### src/rtl/icache_pkg.sv
// Shared widths, FSM state encoding and word-select helper for the instruction cache.
package icache_pkg;

  localparam int ADDR_W   = 32;
  localparam int WORD_W   = 32;
  localparam int LINE_W   = 128;
  localparam int OFFSET_W = 4;

  localparam logic [1:0] ST_IDLE = 2'd0;
  localparam logic [1:0] ST_REQ  = 2'd1;
  localparam logic [1:0] ST_WAIT = 2'd2;
  localparam logic [1:0] ST_FILL = 2'd3;

  // Word k of a line lives in bits [32k+31:32k].
  function automatic logic [WORD_W-1:0] select_word(input logic [LINE_W-1:0] line,
                                                   input logic [1:0]        sel);
    return line[int'(sel)*WORD_W +: WORD_W];
  endfunction

endpackage

### src/rtl/icache_line_store.sv
// Tag/valid/data storage for the direct-mapped instruction cache.
// One fill write port, combinational read, flush clears every valid bit.
module icache_line_store
  import icache_pkg::*;
#(
  parameter int NUM_LINES = 4,
  parameter int INDEX_W   = 2,
  parameter int TAG_W     = 26
) (
  input  logic               clock,
  input  logic               reset_n,
  input  logic               i_flush,
  input  logic               i_we,
  input  logic               i_we_valid,
  input  logic [INDEX_W-1:0] i_wr_index,
  input  logic [TAG_W-1:0]   i_wr_tag,
  input  logic [LINE_W-1:0]  i_wr_data,
  input  logic [INDEX_W-1:0] i_rd_index,
  output logic               o_rd_valid,
  output logic [TAG_W-1:0]   o_rd_tag,
  output logic [LINE_W-1:0]  o_rd_data
);

  logic [NUM_LINES-1:0] r_valid;
  logic [TAG_W-1:0]     r_tag  [NUM_LINES];
  logic [LINE_W-1:0]    r_data [NUM_LINES];

  // Flush takes priority over a fill landing on the same edge.
  generate
    for (genvar gi = 0; gi < NUM_LINES; gi++) begin : g_valid
      always_ff @(posedge clock or negedge reset_n) begin
        if (!reset_n) begin
          r_valid[gi] <= 1'b0;
        end else if (i_flush) begin
          r_valid[gi] <= 1'b0;
        end else if (i_we && (i_wr_index == INDEX_W'(gi))) begin
          r_valid[gi] <= i_we_valid;
        end
      end
    end
  endgenerate

  always_ff @(posedge clock) begin
    if (i_we) begin
      r_tag[i_wr_index]  <= i_wr_tag;
      r_data[i_wr_index] <= i_wr_data;
    end
  end

  assign o_rd_valid = r_valid[i_rd_index];
  assign o_rd_tag   = r_tag[i_rd_index];
  assign o_rd_data  = r_data[i_rd_index];

endmodule

### src/rtl/icache_fill_ctrl.sv
// Direct-mapped instruction cache with a single-outstanding miss engine toward instruction_mem.
// Define ICACHE_STATS_EN to add the hit_count/miss_count outputs.
module icache_fill_ctrl
  import icache_pkg::*;
#(
  parameter int NUM_LINES = 4
) (
  input  logic              clock,
  input  logic              reset_n,
  input  logic              fetch_req,
  input  logic [ADDR_W-1:0] fetch_addr,
  input  logic              flush,
  output logic [WORD_W-1:0] fetch_instr,
  output logic              fetch_valid,
  output logic              mem_enable,
  output logic [ADDR_W-1:0] mem_address,
  input  logic [LINE_W-1:0] mem_data,
  input  logic              mem_valid
`ifdef ICACHE_STATS_EN
  ,
  output logic [31:0]       hit_count,
  output logic [31:0]       miss_count
`endif
);

  localparam int INDEX_W = $clog2(NUM_LINES);
  localparam int TAG_W   = ADDR_W - OFFSET_W - INDEX_W;
  localparam int LADDR_W = ADDR_W - OFFSET_W;

  logic [1:0]         r_state;
  logic               r_mem_enable;
  logic [LADDR_W-1:0] r_line_addr;
  logic [1:0]         r_word_sel;
  logic               r_req_live;
  logic               r_flushed;
  logic               r_fetch_valid;
  logic [WORD_W-1:0]  r_fetch_instr;

  logic [INDEX_W-1:0] w_rd_index;
  logic [TAG_W-1:0]   w_req_tag;
  logic [1:0]         w_word_sel;
  logic               w_line_valid;
  logic [TAG_W-1:0]   w_line_tag;
  logic [LINE_W-1:0]  w_line_data;
  logic               w_in_miss;
  logic               w_hit;
  logic               w_miss;
  logic               w_fill;
  logic               w_fill_valid;
  logic               w_unused;

  assign w_rd_index = fetch_addr[OFFSET_W +: INDEX_W];
  assign w_req_tag  = fetch_addr[ADDR_W-1 -: TAG_W];
  assign w_word_sel = fetch_addr[3:2];
  assign w_unused   = &{1'b0, fetch_addr[1:0]};

  // A flush on the lookup edge forces a miss so stale data is never returned.
  assign w_hit     = (r_state == ST_IDLE) && fetch_req && !flush &&
                     w_line_valid && (w_line_tag == w_req_tag);
  assign w_miss    = (r_state == ST_IDLE) && fetch_req && !w_hit;
  assign w_fill    = (r_state == ST_WAIT) && mem_valid;
  assign w_in_miss = (r_state == ST_REQ) || (r_state == ST_WAIT);
  // A flush seen at any point during the miss leaves the filled line invalid.
  assign w_fill_valid = !(flush || r_flushed);

  icache_line_store #(
    .NUM_LINES (NUM_LINES),
    .INDEX_W   (INDEX_W),
    .TAG_W     (TAG_W)
  ) u_line_store (
    .clock      (clock),
    .reset_n    (reset_n),
    .i_flush    (flush),
    .i_we       (w_fill),
    .i_we_valid (w_fill_valid),
    .i_wr_index (r_line_addr[INDEX_W-1:0]),
    .i_wr_tag   (r_line_addr[LADDR_W-1 -: TAG_W]),
    .i_wr_data  (mem_data),
    .i_rd_index (w_rd_index),
    .o_rd_valid (w_line_valid),
    .o_rd_tag   (w_line_tag),
    .o_rd_data  (w_line_data)
  );

  always_ff @(posedge clock or negedge reset_n) begin
    if (!reset_n) begin
      r_state       <= ST_IDLE;
      r_mem_enable  <= 1'b0;
      r_line_addr   <= '0;
      r_word_sel    <= '0;
      r_req_live    <= 1'b0;
      r_flushed     <= 1'b0;
      r_fetch_valid <= 1'b0;
      r_fetch_instr <= '0;
    end else begin
      r_fetch_valid <= 1'b0;
      case (r_state)
        ST_IDLE: begin
          if (w_hit) begin
            r_fetch_valid <= 1'b1;
            r_fetch_instr <= select_word(w_line_data, w_word_sel);
          end else if (w_miss) begin
            r_state      <= ST_REQ;
            r_mem_enable <= 1'b1;
            r_line_addr  <= fetch_addr[ADDR_W-1:OFFSET_W];
            r_word_sel   <= w_word_sel;
            r_req_live   <= 1'b1;
            r_flushed    <= 1'b0;
          end
        end
        ST_REQ: begin
          r_state <= ST_WAIT;
        end
        ST_WAIT: begin
          if (mem_valid) begin
            r_state      <= ST_FILL;
            r_mem_enable <= 1'b0;
            // The line is always written; delivery only if fetch still wants it.
            if (r_req_live && fetch_req) begin
              r_fetch_valid <= 1'b1;
              r_fetch_instr <= select_word(mem_data, r_word_sel);
            end
          end
        end
        ST_FILL: begin
          r_state <= ST_IDLE;
        end
        default: begin
          r_state      <= ST_IDLE;
          r_mem_enable <= 1'b0;
        end
      endcase
      if (w_in_miss && !fetch_req) begin
        r_req_live <= 1'b0;
      end
      if (w_in_miss && flush) begin
        r_flushed <= 1'b1;
      end
    end
  end

  assign fetch_valid = r_fetch_valid;
  assign fetch_instr = r_fetch_instr;
  assign mem_enable  = r_mem_enable;
  assign mem_address = {r_line_addr, {OFFSET_W{1'b0}}};

`ifdef ICACHE_STATS_EN
  logic [31:0] r_hit_count;
  logic [31:0] r_miss_count;

  always_ff @(posedge clock or negedge reset_n) begin
    if (!reset_n) begin
      r_hit_count  <= '0;
      r_miss_count <= '0;
    end else begin
      if (w_hit) begin
        r_hit_count <= r_hit_count + 32'd1;
      end
      if (w_miss) begin
        r_miss_count <= r_miss_count + 32'd1;
      end
    end
  end

  assign hit_count  = r_hit_count;
  assign miss_count = r_miss_count;
`endif

endmodule

### config.mk
export PLATFORM = sky130hd
export DESIGN_NAME = icache_fill_ctrl
export DESIGN_NICKNAME = d
export VERILOG_FILES = /design/src/rtl/icache_pkg.sv /design/src/rtl/icache_line_store.sv /design/src/rtl/icache_fill_ctrl.sv
export SDC_FILE = /design/constraint.sdc
export NUM_CORES = 1
export LEC_CHECK = 0
export ABC_AREA = 1
export CAP_MARGIN = 0
export CORE_ASPECT_RATIO = 0.9
export CORE_MARGIN = 5
export CORE_UTILIZATION = 30
export CTS_CLUSTER_SIZE = 30
export DETAILED_ROUTE_END_ITERATION = 12
export GPL_TIMING_DRIVEN = 0
export HOLD_SLACK_MARGIN = 0.05
export PLACE_DENSITY = 0.55
export SYNTH_ARGS = -nofsm -noshare
export SYNTH_HDL_FRONTEND = slang
export SYNTH_SLANG_ARGS = --single-unit
### constraint.sdc
create_clock -name clock -period 12.52 [get_ports clock]
set_input_delay 1.252 -clock clock [delete_from_list [all_inputs] [get_ports clock]]
set_output_delay 1.252 -clock clock [all_outputs]
set_load 0.02 [all_outputs]
After elaboration in Yosys (flattened, before gate mapping)
Memory sizes are Yosys's and may differ from the RTL's.
Index checks and enable logic that the tools add are counted.
{"block": "totals", "ramBits": 616, "reg_bits": 72, "mem_count": 2, "out_inout_bits": 66, "in_bits": 165, "elab_cells": 102}
{"memory": "u_line_store.r_data", "depth": 4, "width": 128, "read_ports": 1, "rd_clocked_by_memory_dff": 0, "wr": 1, "line_no": "icache_line_store.sv:26", "text": "logic [LINE_W-1:0] r_data [NUM_LINES];"}
{"memory": "u_line_store.r_tag", "depth": 4, "width": 26, "read_ports": 1, "rd_clocked_by_memory_dff": 0, "wr": 1, "line_no": "icache_line_store.sv:25", "text": "logic [TAG_W-1:0] r_tag [NUM_LINES];"}
{"block": "classes", "eq_ne": 14, "muxes": 34, "magnitude_cmp": 1, "reduce_logical": 36, "shift": 2, "bitwise": 1}
{"cell": "variable part select 128 x 8 -> 32 bit", "count": 2}
{"cell": "two-way mux 32 bit", "count": 3}
{"cell": "case mux 32 bit (2 select lines)", "count": 1}
{"cell": "equality test 26 bit", "count": 1}
{"cell": "two-way mux 1 bit", "count": 23}
{"cell": "nonzero test 2 bit", "count": 9}
{"cell": "logical AND 1 bit", "count": 13}
{"cell": "AND reduction 3 bit", "count": 4}
{"cell": "equality test 2 bit (second input constant)", "count": 4}
{"cell": "inequality test 2 bit (second input constant)", "count": 4}
{"cell": "case mux 2 bit (4 select lines)", "count": 1}
{"cell": "AND reduction 4 bit", "count": 2}
{"cell": "two-way mux 2 bit", "count": 3}
{"cell": "inequality test 2 x 1 -> 1 bit (second input constant)", "count": 3}
{"cell": "equality test 2 x 1 -> 1 bit (second input constant)", "count": 2}
{"cell": "zero test 1 bit", "count": 4}
{"cell": "zero test 2 bit", "count": 2}
{"cell": "case mux 1 bit (2 select lines)", "count": 2}
{"cell": "less-than comparator 2 x 3 -> 1 bit (second input constant)", "count": 1}
{"cell": "binary-select mux 1 bit (select 2 bit)", "count": 1}
{"cell": "logical OR 1 bit", "count": 2}
{"cell": "inverter 1 bit", "count": 1}

Logic depth before layout (Yosys ltp)
Gate-level depths: netlist of the first run.
{"block": "logic_depth", "depth_word": 11, "depth_mapped": 21}

By module
From an unflattened synthesis of the first run, not the netlist that was laid out.
{"block": "hier_totals", "cells_unflattened": 3344, "hier_area_um2": 31644.1}
{"mod": "icache_line_store", "n_inst": 1, "cells_each": 2457, "area_each_um2": 26247.7, "seq_area_each_um2": 18597.8}
{"mod": "icache_fill_ctrl", "n_inst": 1, "cells_each": 887, "area_each_um2": 5396.4, "seq_area_each_um2": 1701.6}

Least setup slack after synthesis of the first run
Ideal clock, no wire load.
{"block": "synth_path", "kind": "input -> register", "start": "input mem_valid", "end": "memory u_line_store.r_data[1][0] (enable)", "stages": 2, "setup_time_ns": 0.862, "required_time_ns": 11.658, "arrival_time_ns": 11.831, "path_slack_ns": -0.173, "cell_sequence": "nand2_1 > nor3_1"}
{"block": "synth_between", "elab_chain_len": 3}
{"item": "start: declaration", "line_no": "icache_fill_ctrl.sv:18", "text": "input logic mem_valid"}
{"item": "logical AND 1 bit", "line_no": "icache_fill_ctrl.sv:61", "text": "assign w_fill = (r_state == ST_WAIT) && mem_valid;"}
{"item": "two-way mux 1 bit", "line_no": "icache_line_store.sv:44", "text": "if (i_we) begin"}
{"item": "two-way mux 1 bit (implied by the code)", "line_no": "icache_line_store.sv:46", "text": "r_data[i_wr_index] <= i_wr_data;"}
{"item": "end: declaration", "line_no": "icache_line_store.sv:26"}
No other way between the ends.

Worst setup path in the final report of the first run
{"block": "layout_path", "start": "input fetch_addr[5]", "end": "register r_fetch_instr[16] (netlist: fetch_instr[16])"}
{"block": "layout_between", "elab_chain_len": 6, "word_cells_on_any_way": 12}
{"item": "start: declaration", "line_no": "icache_fill_ctrl.sv:11", "text": "input logic [ADDR_W-1:0] fetch_addr,"}
{"item": "parallel branches: the longest is 6 deep, another holds memory read (4 x 128 bit)"}
{"item": "end signal: assignment", "line_no": "icache_fill_ctrl.sv:101", "text": "r_fetch_instr <= select_word(w_line_data, w_word_sel);"}
{"item": "end signal: assignment", "line_no": "icache_fill_ctrl.sv:121", "text": "r_fetch_instr <= select_word(mem_data, r_word_sel);"}
{"item": "end: declaration", "line_no": "icache_fill_ctrl.sv:37", "text": "logic [WORD_W-1:0] r_fetch_instr;"}
Several ways; the timed one is not identified. The select of a mux whose other input is x is not followed.
A chain may end at the register's enable or synchronous reset.

==> results by group, run 1 <==
Drt
  – WL per Instance: 23.3 µm
  – DR pass1 iterations: 5
  – Remaining DRCs: 0
  – Vias per cell: 5.01
  – DRT antenna net count: 0
  – DR vias: 20,900
  – Drt total wl: 97,200 µm
  – Drt initial violations: 2,342

Critical path
  – Worst R2R Setup Slack: 9.03 ns
  – Worst path arrival time: 4.69 ns
  – Kind of critical path: input pin to register
  – Slowest CP cell: clkdlybuf4s50_1
  – Crit-path max FO: 10
  – Worst Path Required: 13.09 ns
  – Top delay family on crit path: simple AND/OR/NAND/NOR gates
  – Worst Path Buf+Inv: 5
  – Setup crit end kind: register
  – Most used cell, CP: nand2_1
  – Crit path cell chain: clkdlybuf4s50_1 > clkbuf_1 > nand3_1 > nand3_1 > nand2_1 > inv_1 > nand2_1 > nor2_1 > nand2_1 > nor2_1 > nand2_1 > nand2_1 > nand2_1 > inv_2 > buf_2 > nand2_1 > nand2_1
  – Startpoint class of the critical path: input pin
  – Max incr delay on CP: 0.55 ns

Timing
  – RSZ-0062 raised after global routing: no
  – Slew Limit Fails: 0
  – Final setup viols: 0
  – Layout Skew: 0.0268 ns
  – Least-Margin Pin Slew: 1.05 ns
  – Final worst slack: 8.40 ns
  – Fmax: 0.243 GHz
  – Final Cycle Share: 32.9%
  – Relative slew margins: 29.7%
  – Minimum clock period: 4.12 ns
  – Post-route setup TNS: 0 ns
  – Endpoints failing hold: 0

Power
  – Worst vdd ir: 0.0000822 V
  – Sw frac: 31.0%
  – Internal power: 4.63 mW
  – Total Power: 6.70 mW
  – Power Dens Cells: 189 mW/mm²
  – Combinational Power Share: 22.7%
  – Seq pwr share: 44.7%
  – Power share of the clock group: 32.6%
  – Net Sw Power: 2.08 mW
  – P_leak: 12.6 nW

CTS
  – CTS H-tree lvls: 3
  – Clock Latency Late Sink: 0.63 ns
  – Gates resized, CTS repair: 0
  – Worst-case clock buffer depth: 3
  – Root buffer cell: clkbuf_16
  – Total CTS buffers: 76
  – Cts hold-fix bufs: 0
  – TritonCTS clock tree: built
  – Clk pin slew, worst setup/hold paths: 0.06 ns
  – CTS Sinks: 688
  – Number of post-CTS setup repair buffers: 0

Yosys
  – Distinct cells, synth: 27
  – Syn avg cell area: 11.4 µm²
  – Most used DFF post-synth: edfxtp_1
  – Yosys warns: 0
  – Mapped Area: 0.0283 mm²
  – Post-Synthesis Cells: 2,473
  – Post-synth EDFFs: 616
  – Yosys reg bits: 688
  – Asr flop ratio synth: 10.5%
  – Seq/Total Area, Yosys: 71.7%

Layout
  – Fin nets: 3,021
  – Syn-to-layout area delta: 25.4%
  – Fin area: 0.0355 mm²
  – Most frequent cells in the layout: edfxtp_1 (616), nand2_1 (526), nor2_1 (365), o21ai_0 (289), clkdlybuf4s50_1 (221)
  – Most common cell after layout, fill and taps aside: edfxtp_1
  – Layout cell share with drive strength beyond 1: 8.24%

Floorplanning
  – Placeable core region: 0.0932 mm²
  – Die ar.: 0.101 mm²
  – Die Width: 334 µm
  – Ports: 231
  – Vert. Die Dim: 301 µm
  – Row cnt: 106
  – Initial core utilization: 30.4%

Place
  – Hpwl dp: 71,600 µm
  – Routability congestion estimate: 0.868
  – Dpl cell area: 0.0330 mm²
  – Pre-CTS setup slack: 7.78 ns
  – Count of input and output buffers: 222

Global route
  – Largest net degree at the start of global routing: 53
  – Global-route usage over all layers: 18.5%
  – Grt total ovfl: 0
  – First-pass GRT wire length: 138,000 µm
  – Vias in the first global route: 20,000
  – Initial antenna violation count: 28

Run
  – Max-cap violation count: 0

Run status
  – Outcome: complete, no violations

Min path
  – Hold crit path type: register to register
layout make-up:
type,instances,area (µm²)
Clock buffer,105,2110
Tap cell,1242,1550
Multi-Input combinational cell,1580,7130
Timing Repair Buffer,299,3130
Fill cell,9014,57700
Inverter,40,150
Sequential cell,688,20300
Buffer,168,761
Clock inverter,33,317
Antenna cell,13,32.5
flip-flops by register name (all words and copies together) (netlist names):
signal and count:
fetch_instr 32, fetch_valid 1, mem_enable 1, r_flushed 1, r_line_addr 28, r_req_live 1
r_state 2, r_word_sel 2, u_line_store.r_data 512, u_line_store.r_tag 104, u_line_store.r_valid 4
routing by layer:
layer	vias to the layer above	global-route usage [%]	wire length (µm)
met2	873	29.1	44200
met3	166	4.88	9270
li1	9581	-	-
met4	18	5.19	2110
met1	10200	25.5	41400
met5	-	0	145
worst reg2reg max path, delay by kind of cell, from the launching register on:
family	cells	cell delay, ns
and+or+nand+nor	2	0.93
DFF	1	0.37
adders and majority gates	1	0.15
buffers and inverters	8	1.74
cell families after synthesis:
group                      Yosys count  synth area share [%]
xor gates and xnor gates             2                0.0619
other                                1                0.0132
adders and majority gates            3                 0.133
DFF                                688                  71.7
AOI/OAI and AO/OA                  487                  9.62
buffers and inverters              208                  3.22
and+or+nand+nor                   1084                  15.3
worst paths after layout:
path	from	end	cells after the start
min	r_state[0]	r_state[0]	2
min reg2reg	r_state[0]	r_state[0]	2
min in group asynchronous	reset_n	r_line_addr[6]	1
max in group asynchronous	reset_n	fetch_instr[13]	2
max reg2reg	r_state[0]	u_line_store.r_data[3][83]	11
max	fetch_addr[5]	fetch_instr[16]	17
per-stage QoR:
step / instances / hold WS, ns / utilization (%)
after floorplan: 2476 / 0.442 / -
after global placement: 3940 / 0.461 / 34.4
after detailed placement: 4017 / 0.465 / 35.4
after CTS: 4155 / 0.480 / 38.0
after global routing: 4158 / 0.493 / 38.0
final: 4168 / 0.479 / 38.1
power groups by stage:
stage	clock [mW]	sequential, mW	combinational [mW]
floorplan	0	3.17	0.681
global placement	0	3.18	1.44
detailed placement	0	3.04	1.51
CTS	2.22	3.00	1.52
global route	2.32	3.02	1.64
finish	2.18	3.00	1.52
cell usage after synthesis (3+ instances only):
cell / number / share of area [%]
a21oi_1: 8 / 0.14
buf_1: 14 / 0.19
buf_2: 26 / 0.46
buf_4: 6 / 0.16
buf_6: 10 / 0.40
clkbuf_1: 112 / 1.5
dfrtp_1: 72 / 6.4
edfxtp_1: 616 / 65
ha_1: 3 / 0.13
inv_1: 35 / 0.46
inv_2: 3 / 0.040
nand2_1: 526 / 7.0
nand3_1: 182 / 3.2
nor2_1: 365 / 4.8
nor3_1: 4 / 0.071
o21ai_0: 289 / 5.1
o21ai_1: 28 / 0.49
o22ai_1: 128 / 2.8
o32ai_1: 32 / 0.99
or2_2: 3 / 0.066
(Power assumes the default switching activity.)
==> inputs of run 2 (changes only) <==
Clock period 12.52 ns to 3.44 ns, I/O delays scaled along.
==> results by group, run 2 (same netlist as run 1, synthesis figures left out) <==
Critical path
  – R2R Path End: u_line_store.r_data[0][85]
  – Crit-path max FO: 10
  – Worst Path Required: 3.99 ns
  – Startpoint class of the critical path: input pin
  – R2R depth: 10
  – Worst path arrival time: 3.73 ns
  – Setup crit end kind: register
  – RR Startpoint: r_state[0]
  – Kind of critical path: input pin to register
  – Worst R2R Setup Slack: 0.49 ns

Power
  – P_leak: 12.7 nW
  – Seq pwr share: 43.8%
  – Internal power: 17.4 mW
  – Combinational Power Share: 22.8%
  – Sw frac: 30.3%
  – Worst vdd ir: 0.000311 V
  – Power share of the clock group: 33.4%
  – Power Dens Cells: 696 mW/mm²
  – Net Sw Power: 7.56 mW

Global route
  – Grt total ovfl: 0
  – Largest net degree at the start of global routing: 42
  – Initial antenna violation count: 25
  – First-pass GRT wire length: 139,000 µm
  – Vias in the first global route: 19,900
  – Global-route usage over all layers: 18.6%

Layout
  – Largest register by flop count: u_line_store.r_data
  – Max FFs per register: 512
  – Most frequent cells in the layout: edfxtp_1 (616), nand2_1 (525), nor2_1 (365), o21ai_0 (289), clkdlybuf4s50_1 (221)
  – Most common cell after layout, fill and taps aside: edfxtp_1
  – Fin nets: 2,993
  – Fill count: 8,947
  – Syn-to-layout area delta: 26.4%
  – Layout cell share with drive strength beyond 1: 7.80%

Timing
  – Relative slew margins: 25.2%
  – RSZ-0062 raised after global routing: no
  – Final worst slack: 0.257 ns
  – Least-Margin Pin Slew: 1.12 ns
  – Slew Limit Fails: 0
  – Post-route setup TNS: 0 ns
  – Fmax: 0.314 GHz
  – Worst hold slack: 0.242 ns
  – Endpoints failing hold: 0
  – Final Cycle Share: 92.5%
  – Minimum clock period: 3.18 ns
  – Layout Skew: 0.0207 ns
  – Final setup viols: 0

Drt
  – Remaining DRCs: 0
  – DRT antenna net count: 0
  – WL per Instance: 23.5 µm
  – DR pass1 iterations: 5
  – Vias per cell: 5.03
  – Drt initial violations: 2,471
  – DR vias: 20,800
  – Drt total wl: 97,100 µm

CTS
  – CTS H-tree lvls: 3
  – Root buffer cell: clkbuf_16
  – Worst-case clock buffer depth: 3
  – Gates resized, CTS repair: 0
  – CTS Sinks: 688
  – Total CTS buffers: 77
  – TritonCTS clock tree: built
  – Clk pin slew, worst setup/hold paths: 0.06 ns
  – Clock Latency Late Sink: 0.62 ns

Floorplanning
  – Vert. Die Dim: 301 µm
  – Placeable core region: 0.0932 mm²
  – Initial core utilization: 30.4%
  – Row cnt: 106
  – Ports: 231
  – Die Width: 334 µm
  – Die ar.: 0.101 mm²

Place
  – Count of input and output buffers: 222
  – Pre-CTS setup slack: -0.313 ns
  – Routability congestion estimate: 0.889
  – Hpwl dp: 70,900 µm

Min path
  – Hold crit path type: input pin to async pin

Run
  – Max-cap violation count: 0

Run status
  – Outcome: complete, no violations
-- run 2: repair_timing --
| action | CTS | global route |
|---|---|---|
| setup endpoints to repair | 0 | 0 |
| hold buffers | 1 | 0 |
| hold endpoints to repair | 31 | 0 |
| setup buffers | 0 | 0 |
-- run 2: layer usage --
layer | global-route usage [%] | part of all wire [%] | up-vias
met3 | 4.95 | 9.8 | 141
met5 | 0 | 0.13 | -
li1 | - | - | 9549
met4 | 4.80 | 2.0 | 18
met1 | 26.1 | 43 | 10200
met2 | 29.0 | 46 | 914
-- run 2: metrics by stage --
stage / util [%] / cell area, µm² / total power [mW] / std cells
floorplan: - / 28400 / 13.9 / 2476
global placement: 34.5 / 32200 / 16.5 / 3940
detailed placement: 35.6 / 33200 / 16.7 / 3987
CTS: 38.4 / 35800 / 25.0 / 4127
global route: 38.4 / 35800 / 25.9 / 4130
finish: 38.4 / 35800 / 24.9 / 4138
-- run 2: layout make-up --
class	count	area (µm²)	share of cell area (%)
Buffer	168	771	2.15
Antenna cell	11	27.5	0.0769
Clock inverter	33	363	1.01
Tap cell	1242	1550	4.34
Sequential cell	688	20300	56.7
Clock buffer	106	2200	6.14
Multi-Input combinational cell	1580	7190	20.1
Timing Repair Buffer	270	3250	9.07
Inverter	40	150	0.419
-- run 2: worst max-delay path: stages --
cell and delay [ns]:
clkdlybuf4s50_1 0.48, inv_1 0.11, buf_2 0.34, clkbuf_1 0.83, clkbuf_1 0.58, o21ai_0 0.21
o22ai_1 0.27, nand2_1 0.09, nand3_1 0.17, nand3_1 0.09, nand2_1 0.09, nand2_1 0.06
nand2_1 0.07
-- run 2: power by group through the flow --
stage | combinational, mW | sequential [mW] | clock [mW]
floorplan | 2.53 | 11.4 | 0
global placement | 5.31 | 11.2 | 0
detailed placement | 5.67 | 11.1 | 0
CTS | 5.69 | 10.9 | 8.44
global route | 6.13 | 11.0 | 8.80
finish | 5.69 | 10.9 | 8.32
-- run 2: worst max path at each step --
stage | from | end | slack (ns)
finish | fetch_addr[5] | fetch_instr[22] | 0.26
global route | fetch_addr[5] | fetch_instr[28] | 0.14
CTS | fetch_addr[5] | fetch_instr[28] | 0.32
detailed placement | fetch_addr[5] | fetch_instr[28] | -0.31
global placement | mem_valid | u_line_store.r_data[0][104] | -4.99
floorplan | r_state[0] | u_line_store.r_data[2][0] | -1.51
==> inputs of run 3 (changes only) <==
Settings changed: CORE_MARGIN 5 to 2, SETUP_SLACK_MARGIN from default to 0.5.
==> results by group, run 3 (same netlist as run 1, synthesis figures left out) <==
Run
  – Max-cap violation count: 0

Timing
  – Minimum clock period: 2.77 ns
  – Final worst slack: 0.675 ns
  – Layout Skew: 0.0353 ns
  – Final setup viols: 0
  – Relative slew margins: 28.0%
  – Final Cycle Share: 80.4%
  – Endpoints failing hold: 0
  – RSZ-0062 raised after global routing: no
  – Fmax: 0.362 GHz
  – Slew Limit Fails: 0
  – Worst hold slack: 0.223 ns
  – Least-Margin Pin Slew: 1.08 ns

Critical path
  – Worst Path Required: 4.01 ns
  – Startpoint class of the critical path: input pin
  – Setup crit end kind: register
  – Crit-path max FO: 10
  – Worst path arrival time: 3.33 ns
  – Kind of critical path: input pin to register

CTS
  – Clk pin slew, worst setup/hold paths: 0.06 ns
  – CTS Sinks: 688
  – TritonCTS clock tree: built
  – CTS H-tree lvls: 3
  – Number of post-CTS setup repair buffers: 0
  – Total CTS buffers: 76
  – Root buffer cell: clkbuf_16
  – Clock Latency Late Sink: 0.64 ns
  – Worst-case clock buffer depth: 3

Global route
  – Vias in the first global route: 19,600
  – Grt total ovfl: 0
  – Global-route usage over all layers: 19.4%
  – First-pass GRT wire length: 136,000 µm
  – Largest net degree at the start of global routing: 44
  – Initial antenna violation count: 26

Drt
  – Met1 WL: 41,300 µm
  – DRT antenna net count: 0
  – Met2 wire length: 43,000 µm
  – Drt total wl: 95,600 µm
  – DR WL met3: 9200 µm
  – DR vias: 20,500
  – Top Metal Used: met5
  – WL per Instance: 23.2 µm
  – DR pass1 iterations: 5
  – Drt initial violations: 2,233
  – Remaining DRCs: 0
  – Vias per cell: 4.97

Floorplanning
  – Die ar.: 0.0969 mm²
  – Die Width: 328 µm
  – Initial core utilization: 30.4%
  – Placeable core region: 0.0932 mm²
  – Vert. Die Dim: 295 µm
  – Row cnt: 106
  – Ports: 231

Layout
  – Layout cell share with drive strength beyond 1: 7.84%
  – Largest register by flop count: u_line_store.r_data
  – Final core utilization: 38.3%
  – Most frequent cells in the layout: edfxtp_1 (616), nand2_1 (524), nor2_1 (365), o21ai_0 (289), clkdlybuf4s50_1 (221)
  – Seq. cell area: 0.0203 mm²
  – Max FFs per register: 512
  – Most common cell after layout, fill and taps aside: edfxtp_1
  – Fill count: 8,938
  – Area of the multi-input gates: 0.00719 mm²
  – Fin nets: 2,989
  – Non-filler instance count after layout: 4,128
  – Syn-to-layout area delta: 26.1%

Place
  – Dpl cells: 3,984
  – Count of input and output buffers: 222
  – Routability congestion estimate: 0.852
  – Hpwl dp: 69,200 µm
  – Pre-CTS setup slack: -0.424 ns

Run status
  – Outcome: complete, no violations

Power
  – P_leak: 12.7 nW
  – Worst vdd ir: 0.000336 V
  – Power Dens Cells: 690 mW/mm²
  – Total Power: 24.7 mW

Min path
  – Hold crit path type: input pin to async pin
run 3: cell count changes in the layout (fill, tap and decap cells not counted), moves of 3 or more:
cell and change:
clkbuf_8 -7, buf_8 -6, clkbuf_1 -7, clkbuf_2 +7, clkinv_1 +4, diode_2 -7
clkinv_8 +3
run 3: final cells by class:
class	instances	area share [%]
buffer	168	2.20
sequential	688	56.8
tap	1242	4.35
inverter	40	0.427
multi-input combinational	1580	20.1
clock inverter	41	1.17
clock buffer	98	5.82
timing repair buffer	267	9.03
antenna	4	0.0280
run 3: what timing repair did:
item,CTS,global route
hold buffers,1,0
endpoints found under the setup margin,30,30
resized for setup,5,10
gates cloned,0,0
hold endpoints to repair,29,0
run 3: layer usage:
metal,global-route usage [%],vias to the layer above
met3,5.10,152
met5,0,-
li1,-,9530
met1,27.0,9926
met2,29.9,878
met4,4.96,32
run 3: per-stage QoR:
stage	setup TNS (ns)	cell area, µm²
finish	0	35700
global route	0	35700
CTS	0	35700
detailed placement	-9.36	33200
global placement	-3104.24	32200
floorplan	-916.75	28400
run 3: worst paths after layout:
kind	start	slack (ns)	endpoint	depth (start not counted)
setup / recovery	fetch_addr[5]	0.67	fetch_instr[16]	16
hold / removal	reset_n	0.22	r_line_addr[16]	2
setup reg to reg	r_state[0]	0.71	u_line_store.r_data[0][109]	10
hold reg to reg	r_flushed	0.48	r_flushed	2
max in group asynchronous	reset_n	2.54	fetch_instr[14]	3
min in group clock	fetch_addr[6]	0.33	r_line_addr[2]	3
run 3: power by group:
| part | switching [mW] | internal [mW] |
|---|---|---|
| Sequential | 0.577 | 10.4 |
| Combinational | 3.62 | 2.01 |
| Clock | 3.41 | 4.68 |
run 3: critical path, stage by stage:
cell and delay [ns]:
clkdlybuf4s50_1 0.54, clkbuf_4 0.26, buf_4 0.22, nand3_1 0.12
nand3_1 0.15, nand3_1 0.10, nor2_1 0.14, nand2_1 0.11
nor2_1 0.14, nand2_1 0.12, nand2_1 0.09, nand2_2 0.26
inv_4 0.20, buf_2 0.26, nand2_1 0.17, nand2_1 0.09
